===== config.mk =====
export PLATFORM = sky130hd
export DESIGN_NAME = fetch_stage
export DESIGN_NICKNAME = d
export VERILOG_FILES = /design/src/rtl/fetch_stage.sv
export SDC_FILE = /design/constraint.sdc
export NUM_CORES = 1
export LEC_CHECK = 0
export CAP_MARGIN = 20
export CORE_AREA = 2 2 136 138
export CTS_BUF_LIST = sky130_fd_sc_hd__clkbuf_8 sky130_fd_sc_hd__clkbuf_16
export CTS_CLUSTER_SIZE = 20
export DETAILED_ROUTE_END_ITERATION = 7
export DIE_AREA = 0 0 138 140
export PLACE_DENSITY = 0.85
export SETUP_SLACK_MARGIN = 0.02
export SLEW_MARGIN = 5
export SYNTH_ARGS = -nofsm -noshare
export SYNTH_HDL_FRONTEND = slang
export SYNTH_SLANG_ARGS = --single-unit

===== constraint.sdc =====
create_clock -name clk -period 4.2 [get_ports clk]
set_input_delay 0.84 -clock clk [delete_from_list [all_inputs] [get_ports clk]]
set_output_delay 0.84 -clock clk [all_outputs]
set_load 0.03 [all_outputs]

===== src/rtl/fetch_stage.sv =====
// Instruction fetch with req/ack memory port and IF/ID register; one-entry skid buffer absorbs a word
// returned while Decode stalls. Zero-wait memory gives one instruction per cycle; redirects flush IF/ID.
module fetch_stage #(
  parameter logic [31:0] RESET_PC = 32'h0000_0000
) (
  input  logic        clk,
  input  logic        rstN,
  input  logic        stall,
  input  logic        redirect,
  input  logic [31:0] redirectPc,
  output logic        imemReq,
  output logic [31:0] imemAddr,
  input  logic        imemAck,
  input  logic [31:0] imemData,
  output logic [31:0] instruction,
  output logic [31:0] pcPlus4,
  output logic        ifidValid
);

  typedef enum logic [1:0] {IDLE, REQ, HOLD, DRAIN} state_t;

  state_t      state, state_nxt;
  logic [31:0] pc, pc_nxt;
  logic [31:0] req_addr, req_addr_nxt;
  logic [31:0] instr_nxt, pc4_nxt;
  logic        vld_nxt;
  logic [31:0] buf_instr, buf_instr_nxt;
  logic [31:0] buf_pc4, buf_pc4_nxt;
  logic        accept;
  logic [31:0] req_pc4;
  logic [31:0] redirect_pc;
  logic        unused_low_bits;

  assign accept          = !stall || !ifidValid;
  assign req_pc4         = req_addr + 32'd4;
  assign redirect_pc     = {redirectPc[31:2], 2'b00};
  assign unused_low_bits = ^redirectPc[1:0];
  assign imemReq         = (state == REQ) || (state == DRAIN);
  assign imemAddr        = req_addr;

  always_ff @(posedge clk or negedge rstN) begin
    if (!rstN) begin
      state       <= IDLE;
      pc          <= RESET_PC;
      req_addr    <= RESET_PC;
      instruction <= '0;
      pcPlus4     <= '0;
      ifidValid   <= 1'b0;
      buf_instr   <= '0;
      buf_pc4     <= '0;
    end else begin
      state       <= state_nxt;
      pc          <= pc_nxt;
      req_addr    <= req_addr_nxt;
      instruction <= instr_nxt;
      pcPlus4     <= pc4_nxt;
      ifidValid   <= vld_nxt;
      buf_instr   <= buf_instr_nxt;
      buf_pc4     <= buf_pc4_nxt;
    end
  end

  always_comb begin
    state_nxt     = state;
    pc_nxt        = pc;
    req_addr_nxt  = req_addr;
    instr_nxt     = instruction;
    pc4_nxt       = pcPlus4;
    vld_nxt       = ifidValid;
    buf_instr_nxt = buf_instr;
    buf_pc4_nxt   = buf_pc4;
    // Whenever nothing loads, an unstalled IF/ID turns into a bubble.
    if (!stall) begin
      instr_nxt = '0;
      vld_nxt   = 1'b0;
    end
    if (redirect) begin
      instr_nxt     = '0;
      pc4_nxt       = '0;
      vld_nxt       = 1'b0;
      buf_instr_nxt = '0;
      buf_pc4_nxt   = '0;
      pc_nxt        = redirect_pc;
      // An unanswered request must be drained before the new address can go out.
      if (state == DRAIN || (state == REQ && !imemAck)) begin
        state_nxt = DRAIN;
      end else begin
        state_nxt    = REQ;
        req_addr_nxt = redirect_pc;
      end
    end else begin
      case (state)
        IDLE: begin
          state_nxt    = REQ;
          req_addr_nxt = pc;
        end
        REQ: begin
          if (imemAck) begin
            pc_nxt = req_pc4;
            if (accept) begin
              instr_nxt    = imemData;
              pc4_nxt      = req_pc4;
              vld_nxt      = 1'b1;
              req_addr_nxt = req_pc4;
            end else begin
              buf_instr_nxt = imemData;
              buf_pc4_nxt   = req_pc4;
              state_nxt     = HOLD;
            end
          end
        end
        HOLD: begin
          if (!stall) begin
            instr_nxt    = buf_instr;
            pc4_nxt      = buf_pc4;
            vld_nxt      = 1'b1;
            req_addr_nxt = pc;
            state_nxt    = REQ;
          end
        end
        DRAIN: begin
          if (imemAck) begin
            req_addr_nxt = pc;
            state_nxt    = REQ;
          end
        end
        default: state_nxt = IDLE;
      endcase
    end
  end

endmodule


-- After elaboration in Yosys (flattened, before gate mapping)
Index checks and enable logic that the tools add are counted.
- register bits after elaboration: 195
- input bits: 69
- $add $sub $neg: 1
- equal/unequal tests: 10
- mux-type cells: 40
- reduce and logical (&&, ||, !) cells: 16
- operators by type and width (kind ; number):
    2-to-1 mux 32 bit ; 24
    case mux 32 bit (2 select lines) ; 2
    case mux 32 bit (4 select lines) ; 1
    adder 32 x 3 -> 32 bit (second input constant) ; 1
    inequality test 3 bit (second input constant) ; 5
    2-to-1 mux 2 bit ; 6
    case mux 2 bit (4 select lines) ; 1
    AND reduction 4 bit ; 2
    2-to-1 mux 1 bit ; 5
    AND reduction 5 bit ; 1
    equality test 2 bit (second input constant) ; 2
    inequality test 2 bit (second input constant) ; 2
    nonzero test 2 bit ; 2
    logical NOT 1 bit ; 3
    logical OR 1 bit ; 3
    AND reduction 3 bit ; 1
    nonzero test 3 bit ; 1
    equality test 2 x 1 -> 1 bit (second input constant) ; 1
    logical NOT 2 bit ; 1
    case mux 1 bit (2 select lines) ; 1
    AND reduction 2 bit ; 1
    logical AND 1 bit ; 1

-- Depth between registers and ports, before layout
- depth after elaboration: 6
- mapped depth: 10

-- Worst setup path before layout
Ideal clock, no wire load.
- path kind: flip-flop to flip-flop
- start point: register req_addr[2] (netlist: imemAddr[2])
- end point: register req_addr[26] (netlist: imemAddr[26])
- data arrival time: 2.170 ns
- data required time: 4.117 ns
- slack: 1.947 ns
- stages on the path, launching flop included: 9
- cells stage by stage: dfrtp_1 -> ha_1 -> and4_1 -> and4_4 -> and3_1 -> buf_2 -> nand3_1 -> o31a_1 -> o22ai_1
- cells in the longest elaborated chain, start to end: 5
- ends and longest elaborated chain (what ; line ; source):
    from (decl) ; 24 ; logic [31:0] req_addr, req_addr_nxt;
    from (signal assigned) ; 54 ; req_addr <= req_addr_nxt;
    adder 32 x 3 -> 32 bit ; 35 ; assign req_pc4 = req_addr + 32'd4;
    2-to-1 mux 32 bit ; 100 ; if (accept) begin
    2-to-1 mux 32 bit ; 98 ; if (imemAck) begin
    case mux 32 bit (4 select lines) ; 92 ; case (state)
    2-to-1 mux 32 bit ; 77 ; if (redirect) begin
Every way passes these cells. The select of a mux whose other input is x is not followed.
A chain may end at the register's enable or synchronous reset.

-- Final worst setup path
- start point: register state[0]
- end point: register pcPlus4[23]
- cells in the longest elaborated chain, start to end: 3
- elaborated cells on any way between the ends: 9
- those cells by class: 5 x eq/ne; 2 x mux; 2 x reduce/logical
- ends and longest elaborated chain (what ; line ; source):
    from (decl) ; 22 ; state_t state, state_nxt;
    from (signal assigned) ; 52 ; state <= state_nxt;
    equality test 2 x 1 -> 1 bit / equality test 2 bit (equally long branches) ; 92 ;
    inequality test 3 bit (no line), or another cell as far along ; - ;
    AND reduction 4 bit (no line) / 2-to-1 mux 32 bit (equally long branches) ; - ;
    to (signal assigned) ; 56 ; pcPlus4 <= pc4_nxt;
    to (decl) ; 16 ; output logic [31:0] pcPlus4,
Parallel ways exist; a longest one is shown, timed or not.

==> summary.md <==
| Metric | Value |
|---|---|
| Status | completed |
| Setup slack after layout | 1138 ps |
| Number of global-route vias before repair | 8921 |
| Internal power | roughly 4.5 mW |
| EDFF count, synth | 0 |
| Tmin final | ~3000 ps |
| Max-cap violations | 0 |
| RSZ-0062 raised after global routing | no |
| Critical Setup Path Class | reg2reg |
| Share of post-route cells with drive strength above 1 | 5.802% |
| Antenna Cells | 0 |
| Reg power frac | 34.8% |
| Via count | 9428 |
| Post-Route WL | 28490 um |
| CP Data Required Time | 4570 ps |
| Slew @ Worst Pin | 948.0 ps |
| Layout Area Growth over Synthesis | 23.09% |
| Most frequent cell after synthesis | nand2_1 |
| H-Tree Depth | 4 |
| Leading area contributor after synthesis | dfrtp_1 |
| Slowest stage cell, crit path | dfrtp_1 |
| I/O pin cnt | 167 |
| Pwr Density | 642.4 mW/mm2 |
| Worst VDD drop | 0.4240 mV |
| Syn. warnings | 0 |
| Synth Flop Type | dfrtp_1 |
| Core area | 0.01778 mm2 |
| Post-DP HPWL | between 15000 and 20000 um |
| I/O Buffers | 164 |
| Clock Pin Slew Worst Setup and Hold Paths | 70 ps |
| #FFs+latches synth | 195 |
| Average wire per standard cell | between 15 and 20 um |
| Root Driver | clkbuf_16 |
| Worst hold path class | in2async |
| Die Y | between 100 and 150 um |
| Post-synth top cells | 238 x nand2_1, 195 x dfrtp_1, 179 x o21ai_0, 74 x clkbuf_1, 64 x a21oi_1 |
| Drc violations | 0 |
| Syn_nets | 1258 |
| Fmax | 326.6 MHz |
| First-pass GRT wire length | 46170 um |
| Insertion delay to the later sink of the worst-skew pair | 440 ps |
| GR Util All Layers | 29.42% |
| Most frequent CP cell | buf_4 |
| Seq/Total Area, Yosys | 47.87% |
| Initial DRC Count | roughly 1.2k |
| 1st-pass router iterations | 8 |
| Post-CTS Hold Buffers | 0 |
| Final hold vios | 0 |
| Mapped Avg Cell Area | 8.602 um2 |
| GR Overflow Total | 0 |
| Clock tree buffer depth | 2 |
| Logic pwr share | 44.9% |
| Total CTS buffers | 17 |
| DRT antenna net count | 0 |
| Internal reg-to-reg setup slack | roughly 1100 ps |
| Largest fanout on the critical path | 41 |
| CP Capture Type | flip-flop |
| Gp weighted congestion | 0.9141 |
| Initial antenna violation count | 0 |
| # resized after CTS | 0 |
| Power share of the clock group | 20.2% |
| Net Sw Power | 3.548 mW |
| Synth cell types | 60 |
| Crit path largest cell delay | ~400 ps |
| Max-slew violations | 0 |
| Clk sinks | 195 |
| Async SR Flop Fraction | 100.0% |
| Post-CTS setup buffers | 0 |
| CTS tree | yes |
| Nets@finish | 1371 |
| Most area-consuming cells after synthesis | dfrtp_1 48%, o21ai_0 8.8%, nand2_1 8.8%, a21oi_1 3.1%, a22oi_1 2.7% |
| Vias per cell | around 6.1 |
| Setup total negative slack | 0 ps |
| DIE AREA | between 0.015 and 0.02 mm2 |
| Dpl ws | 1068 ps |
| Rows | roughly 50 |
| Switching Share | 44.01% |
| Clock Skews | 8.713 ps |
| Fin crit share | 72.90% |
| Largest net degree at the start of global routing | around 100 |
| Max-slew headroom | 36.57% |
| Fill cell count | between 1k and 1.5k |
| Worst Path Arrival | 3430 ps |
| Mapped Cells | 1185 |
| Final-report setup violation count | 0 |
| Post-synthesis cell area | 0.01019 mm2 |
| Crit start category | flip-flop |
| P_leak | 5.207 nW |
| Die width | around 140 um |
| Critical path, cell by cell | inv_1, ha_1, buf_4, clkinv_1, buf_4, nor2_2, buf_4, a21o_1, buf_4, o21ai_0, a21o_1, a21oi_1 |
| Yosys top cell area share | 47.87% |
| Initial Util | approximately 57% |
==> cells by family after synthesis <==
kind of cell	share of synthesized area (%)
buffers and inverters	4.271
adder cells (fa/ha/maj)	0.4910
AO/OA/AOI/OAI	22.23
XOR/XNOR	2.406
AND/OR/NAND/NOR	21.05
multiplexers	1.682
flip-flops	47.87
==> registers in the layout (all words and copies together) (netlist names) <==
name and count:
pcPlus4 32, buf_instr 32, pc 32, imemAddr 32, state 2, ifidValid 1
buf_pc4 32, instruction 32
==> per-stage QoR <==
stage          cell area, um2  power (mW)  cells  utilization, %  hold slack (ps)
5_1_grt                 12550       8.470   1539           70.57            498.4
6_report                12550       8.061   1539           70.57            433.5
4_1_cts                 12550       8.024   1539           70.57            479.8
3_5_place_dp            11970       6.391   1508           67.30            464.5
3_3_place_gp            11970       6.276   1508           67.30            456.5
2_1_floorplan           10190       4.982   1185               -            442.3
==> worst max-delay path, delay by kind of cell (launching register included) <==
family | cells | cell delay, ps
and+or+nand+nor | 1 | 140
AOI/OAI and AO/OA | 4 | 670
adders and majority gates | 1 | 150
buffers and inverters | 6 | 1580
DFF | 1 | 400
==> cells in the final DEF, fill, tap and decap left out, types with 15 or more instances in the layout <==
master	netlist	routed
a21oi_1	64	62
inv_1	15	16
o21ai_0	179	179
mux2i_1	16	16
nand2b_1	42	42
and2_1	36	36
nor2_1	54	52
dfrtp_1	195	195
o211ai_1	15	15
xnor2_1	16	16
nand2_1	238	238
clkbuf_16	0	17
clkdlybuf4s50_1	0	162
nand3_1	17	17
buf_4	2	25
a22oi_1	37	37
==> area by class of cell <==
class / instances / area, um2 / area share [%]
Inverter: 16 / 60.06 / 0.4787
Clock inverter: 14 / 155.1 / 1.237
Multi-Input combinational cell: 880 / 4917 / 39.19
Clock buffer: 17 / 425.4 / 3.391
Sequential cell: 195 / 4880 / 38.89
Timing Repair Buffer: 188 / 1823 / 14.53
Tap cell: 229 / 286.5 / 2.284
==> layer usage <==
| layer | routed length (um) | share of wire [%] | global-route usage, % | up-vias |
|---|---|---|---|---|
| met5 | 0 | 0 | 0 | - |
| met4 | 948 | 3.3 | 12.51 | 0 |
| met3 | 1984 | 7.0 | 4.957 | 80 |
| met2 | 13180 | 46 | 45.18 | 445 |
| met1 | 12380 | 43 | 41.77 | 4536 |
| li1 | - | - | - | 4367 |
==> power by group through the flow <==
stage	registers, mW	clock network, mW	logic [mW]
4_1_cts	2.79	1.64	3.60
3_5_place_dp	2.82	0	3.57
5_1_grt	2.86	1.72	3.88
3_3_place_gp	2.79	0	3.48
6_report	2.81	1.63	3.62
2_1_floorplan	3.25	0	1.73
==> final timing paths <==
kind	startpoint	to	cells after the start
setup reg to reg	state[0]$_DFFE_PN0P_	pcPlus4[23]$_DFFE_PN0P_	12
hold / removal	rstN	pc[9]$_DFFE_PN0P_	1
max in group asynchronous	rstN	imemAddr[27]$_DFFE_PN0P_	2
hold reg to reg	buf_pc4[26]$_DFFE_PN0P_	buf_pc4[26]$_DFFE_PN0P_	2
min in group clk	buf_pc4[26]$_DFFE_PN0P_	buf_pc4[26]$_DFFE_PN0P_	2
setup / recovery	state[0]$_DFFE_PN0P_	pcPlus4[23]$_DFFE_PN0P_	12
Power figures use the tool's default switching activity.
